`config.mk`:
```
export PLATFORM = sky130hd
export DESIGN_NAME = dmem_arbiter
export DESIGN_NICKNAME = d
export VERILOG_FILES = /design/src/rtl/dmem_arb_pkg.sv /design/src/rtl/dmem_arbiter_rr_pick.sv /design/src/rtl/dmem_arbiter.sv
export SDC_FILE = /design/constraint.sdc
export NUM_CORES = 1
export LEC_CHECK = 0
export ABC_AREA = 0
export CORE_ASPECT_RATIO = 1.2
export CORE_MARGIN = 3
export CORE_UTILIZATION = 35
export DETAILED_ROUTE_END_ITERATION = 8
export GPL_TIMING_DRIVEN = 0
export PLACE_DENSITY = 0.86
export SLEW_MARGIN = 25
export SYNTH_ARGS = -nofsm -noshare
export SYNTH_HDL_FRONTEND = slang
export SYNTH_SLANG_ARGS = --single-unit
```
`constraint.sdc`:
```
create_clock -name clk -period 2.36 [get_ports clk]
set_input_delay 0.472 -clock clk [delete_from_list [all_inputs] [get_ports clk]]
set_output_delay 0.472 -clock clk [all_outputs]
set_load 0.01 [all_outputs]
```
`src/rtl/dmem_arb_pkg.sv`:
```
// Shared types and default sizing for the data-memory arbiter.
package dmem_arb_pkg;

    localparam int DEF_AW       = 8;
    localparam int DEF_DW       = 8;
    localparam int DEF_MAX_HOLD = 4;

    typedef enum logic [1:0] {
        IDLE = 2'd0,
        OWN0 = 2'd1,
        OWN1 = 2'd2
    } arb_state_e;

    function automatic logic [15:0] sat_inc16(input logic [15:0] v);
        return (v == 16'hFFFF) ? v : v + 16'd1;
    endfunction

endpackage

```
`src/rtl/dmem_arbiter_rr_pick.sv`:
```
// Two-way round-robin pick: on a tie the port that did not own last wins.
module rr_pick (
    input  logic [1:0] req,
    input  logic       last_owner,
    output logic       winner,
    output logic       valid
);

    assign valid  = |req;
    assign winner = (req == 2'b11) ? ~last_owner : req[1];

endmodule

```
`src/rtl/dmem_arbiter.sv`:
```
// Two-port data-memory arbiter (core / host loader) with lock and hold limit.
// Define ARB_STATS_EN to add saturating per-port grant counters.
module dmem_arbiter
    import dmem_arb_pkg::*;
#(
    parameter int AW       = DEF_AW,
    parameter int DW       = DEF_DW,
    parameter int MAX_HOLD = DEF_MAX_HOLD
) (
    input  logic          clk,
    input  logic          rst_n,
    input  logic          req0,
    input  logic          we0,
    input  logic          lock0,
    input  logic [AW-1:0] addr0,
    input  logic [DW-1:0] wdata0,
    output logic          gnt0,
    output logic          rvalid0,
    output logic [DW-1:0] rdata0,
    input  logic          req1,
    input  logic          we1,
    input  logic          lock1,
    input  logic [AW-1:0] addr1,
    input  logic [DW-1:0] wdata1,
    output logic          gnt1,
    output logic          rvalid1,
    output logic [DW-1:0] rdata1,
    output logic          mem_wr_en,
    output logic [AW-1:0] mem_addr,
    output logic [DW-1:0] mem_dat_in,
    input  logic [DW-1:0] mem_dat_out
`ifdef ARB_STATS_EN
    ,
    output logic [15:0]   gnt_cnt0,
    output logic [15:0]   gnt_cnt1
`endif
);

    localparam int HW = $clog2(MAX_HOLD + 1);
    localparam logic [HW-1:0] HOLD_LIM = HW'(MAX_HOLD - 1);

    arb_state_e    state, nxt;
    logic          last_owner;
    logic [HW-1:0] hold_cnt;
    logic          cur, cur_req, cur_lock, pick_last, pick_winner, pick_valid;

    assign gnt0 = (state == OWN0) & req0;
    assign gnt1 = (state == OWN1) & req1;

    assign cur      = (state == OWN1);
    assign cur_req  = cur ? req1 : req0;
    assign cur_lock = cur ? lock1 : lock0;

    // While owned, round-robin against the current owner gives "other first, else same".
    assign pick_last = (state == IDLE) ? last_owner : cur;

    rr_pick u_pick (
        .req        ({req1, req0}),
        .last_owner (pick_last),
        .winner     (pick_winner),
        .valid      (pick_valid)
    );

    always_comb begin
        nxt = IDLE;
        if (state != IDLE && cur_lock && cur_req && hold_cnt < HOLD_LIM)
            nxt = state;
        else if (pick_valid)
            nxt = pick_winner ? OWN1 : OWN0;
    end

    always_ff @(posedge clk or negedge rst_n) begin
        if (!rst_n) begin
            state      <= IDLE;
            last_owner <= 1'b1;
            hold_cnt   <= '0;
        end else begin
            state <= nxt;
            if (nxt != IDLE)
                last_owner <= (nxt == OWN1);
            if (state != IDLE && nxt == state)
                hold_cnt <= (hold_cnt == HOLD_LIM) ? hold_cnt : hold_cnt + 1'b1;
            else
                hold_cnt <= '0;
        end
    end

    always_comb begin
        mem_addr   = '0;
        mem_dat_in = '0;
        case (state)
            OWN0: begin
                mem_addr   = addr0;
                mem_dat_in = wdata0;
            end
            OWN1: begin
                mem_addr   = addr1;
                mem_dat_in = wdata1;
            end
            default: ;
        endcase
    end

    assign mem_wr_en = (gnt0 & we0) | (gnt1 & we1);

    always_ff @(posedge clk or negedge rst_n) begin
        if (!rst_n) begin
            rvalid0 <= 1'b0;
            rvalid1 <= 1'b0;
            rdata0  <= '0;
            rdata1  <= '0;
        end else begin
            rvalid0 <= gnt0 & ~we0;
            rvalid1 <= gnt1 & ~we1;
            if (gnt0 & ~we0)
                rdata0 <= mem_dat_out;
            if (gnt1 & ~we1)
                rdata1 <= mem_dat_out;
        end
    end

`ifdef ARB_STATS_EN
    always_ff @(posedge clk or negedge rst_n) begin
        if (!rst_n) begin
            gnt_cnt0 <= '0;
            gnt_cnt1 <= '0;
        end else begin
            if (gnt0)
                gnt_cnt0 <= sat_inc16(gnt_cnt0);
            if (gnt1)
                gnt_cnt1 <= sat_inc16(gnt_cnt1);
        end
    end
`endif

endmodule

```
==> summary.md <==
| Metric | Value |
|---|---|
| Status | `finished, final reports clean` |
| PD cells | `1001 nW/um^2` |
| Worst r2r src | `state[0]$_DFF_PN0_` |
| Data required time of the critical path | `1890 ps` |
| Layout Cells excl Fill | `259` |
| Largest net degree at the start of global routing | `25` |
| Layout Area Growth over Synthesis | `74.45%` |
| Final Hold Viols | `0` |
| Total power | `2394 uW` |
| Worst min-delay path category | `in2async` |
| Asr flop ratio synth | `1.000` |
| Root Driver | `clkbuf_8` |
| Total die area | `4708 sq um` |
| Slew Viols, Final | `0` |
| Wire length per cell | `14.73 um` |
| Sequential fraction of the synthesis area | `0.4389` |
| Port bufs | `84` |
| Initial antenna violation count | `0` |
| 1st-pass router iterations | `4` |
| DIE HEIGHT | `74.57 um` |
| Syn Area/Cell | `11.62 sq um` |
| Synth top area share | `0.4197` |
| Synthesized flop and latch total | `24` |
| Post-Route WL | `3814 um` |
| Max-cap violations | `0` |
| Final hold slack | `173.7 ps` |
| Max Fclk | `0.4429 GHz` |
| Total inserted antenna cells | `0` |
| Placer Congestion | `0.7202` |
| Row cnt | `24` |
| Vias in the first global route | `1299` |
| Number of synthesized flops with an enable pin | `0` |
| Share of layout cells above drive strength 1 | `0.2077` |
| Final ANT Viol Nets | `0` |
| Reg2reg path depth | `7` |
| Cell taking the most area after synthesis | `dfrtp_1` |
| Place WS | `-172.1 ps` |
| Cell variety after synth | `28` |
| Endpoint class of the critical path | `primary output` |
| Final instance area | `2392 sq um` |
| Worst-Skew Late Latency | `260 ps` |
| CP max FO | `8` |
| Total CTS buffers | `3` |
| Area contributors post-synth | `dfrtp_1 42%, mux2_2 13%, a22oi_1 8.8%` |
| Slew headroom | `0.6598` |
| Cells after Synth | `118` |
| Crit path arrival time | `1790 ps` |
| Clock sinks | `24` |
| Top_reg_cell synth | `dfrtp_1` |
| Crit path from | `state[1]$_DFF_PN0_` |
| Reg power frac | `0.284` |
| First DRT Iteration DRCs | `46` |
| # placed instances | `254` |
| Worst setup path endpoint | `gnt0` |
| Worst setup SP type | `register` |
| Worst Clk Skew | `3.907 ps` |
| Die width | `63.14 um` |
| Worst-margin pin slew | `510.3 ps` |
| Internal | `1594 uW` |
| Post-Syn Area | `1371 sq um` |
| # setup viols final | `0` |
| Htree depth | `1` |
| Area of placed instances | `2277 sq um` |
| Final WS setup | `102.1 ps` |
| Overall Global Routing Usage | `0.1644` |
| Vias per cell | `4.734` |
| Period minus WS final | `2258 ps` |
| Gr ovfl total | `0` |
| Starting Density | `0.3713` |
| RSZ-0062 raised after global routing | `no` |
| Hold-fix buffers, CTS | `0` |
| RR Endpoint | `last_owner$_DFFE_PN1P_` |
| Switching share of total power | `0.3342` |
| Remaining DRCs | `0` |
| Ys Warns | `0` |
| Clock power frac | `0.112` |
| Cell leakage power | `0.001120 uW` |
| Final #Nets | `262` |
| Most common library cells after synthesis | `23 x dfrtp_1, 16 x a22oi_1, 16 x mux2_2, 16 x nor2b_1` |
| Max VDD drop | `0.7531 mV` |
| CP Class | `reg2out` |
| DR vias | `1226` |
| P_sw | `799.8 uW` |
| IO Pins | `85` |
| TritonCTS clock tree | `done` |
| Post-DP HPWL | `3065 um` |
| Global-route wire length before repair | `6141 um` |
| Period utilization | `0.9567` |
| Worst reg2reg setup slack | `470 ps` |
| Syn nets | `172` |
| Most frequent cell after synthesis | `dfrtp_1` |
| Core Area | `3694 sq um` |
| Comb power frac | `0.604` |
| Clock transition at path regs | `80 ps` |
| Clock tree buffer depth | `2` |
## timing repair
item                                    CTS  global route
resized for setup                        26             9
endpoints found under the setup margin   18            14
gates cloned                              0             0
setup buffers                             2             0
## worst min path at each step
stage                                          to  cells past startpoint
after floorplan           hold_cnt[0]$_DFFE_PN0P_                      0
after global placement      rdata0[2]$_DFFE_PN0P_                      1
after detailed placement    rdata1[3]$_DFFE_PN0P_                      1
after CTS                   rdata1[3]$_DFFE_PN0P_                      1
after global routing        rdata0[5]$_DFFE_PN0P_                      1
final                       rdata1[1]$_DFFE_PN0P_                      1
## stage by stage
stage,setup TNS (ps),util
floorplan,0,-
global placement,-1561,0.6165
detailed placement,-1647,0.6165
CTS,-38.42,0.6430
global route,0,0.6477
finish,0,0.6477
## flip-flops by register name (all words and copies together), names as in the netlist
| name | count |
|---|---|
| last_owner | 1 |
| rvalid1 | 1 |
| rdata1 | 8 |
| hold_cnt | 3 |
| state | 2 |
| rvalid0 | 1 |
| rdata0 | 8 |
## power groups by stage
stage | logic, uW | registers [uW] | clock network (uW)
final | 1450 | 681 | 267
after detailed placement | 1410 | 696 | 0
after global routing | 1550 | 702 | 292
after CTS | 1470 | 682 | 280
after global placement | 1380 | 690 | 0
after floorplan | 647 | 756 | 0
## worst max-delay path: stages, from the launching register on
cell	delay, ps
dfrtp_2	420
inv_1	110
ha_1	150
buf_4	150
and2_4	170
clkdlybuf4s50_1	530
## logic make-up (layout without fill, tap and decap cells)
logic type	after synthesis	count (layout)	synth area share
and+or+nand+nor	27	27	0.1250
AOI/OAI and AO/OA	24	24	0.1332
DFF	24	24	0.4389
muxes	22	22	0.1916
buffers and inverters	13	102	0.04379
adders and majority gates	6	6	0.05474
xor gates and xnor gates	2	2	0.01278
## area by class of cell
type | instances | area, sq um
plain buffers | 6 | 50.05
clock buffers | 4 | 55.05
fillers | 301 | 1301
inverters | 6 | 22.52
multi-input cells | 81 | 744.5
flip-flops and latches | 24 | 603.1
well taps | 52 | 65.06
repair buffers | 86 | 852.1
## per-layer routing
metal | part of all wire | GRT usage | vias to the layer above
met1 | 0.41 | 0.1841 | 547
met4 | 0.0031 | 0.02941 | 0
met2 | 0.45 | 0.2954 | 81
met3 | 0.13 | 0.07100 | 2
li1 | - | - | 596
met5 | 0 | 0 | -
## cell usage in the layout (no fill, tap or decap), drive strengths merged, types with 2 or more instances in the layout
| master | Yosys | final |
|---|---|---|
| dfrtp | 23 | 23 |
| clkdlybuf4s50 | 0 | 66 |
| nand2b | 2 | 2 |
| dlymetal6s2s | 0 | 6 |
| clkbuf | 3 | 6 |
| nor2b | 16 | 16 |
| a22oi | 16 | 16 |
| dlygate4sd2 | 0 | 11 |
| mux2i | 4 | 4 |
| nor2 | 2 | 2 |
| and2 | 2 | 2 |
| a21oi | 2 | 2 |
| mux2 | 18 | 18 |
| nor3 | 4 | 4 |
| buf | 4 | 7 |
| inv | 6 | 6 |
| ha | 6 | 6 |
(Power assumes the default switching activity.)
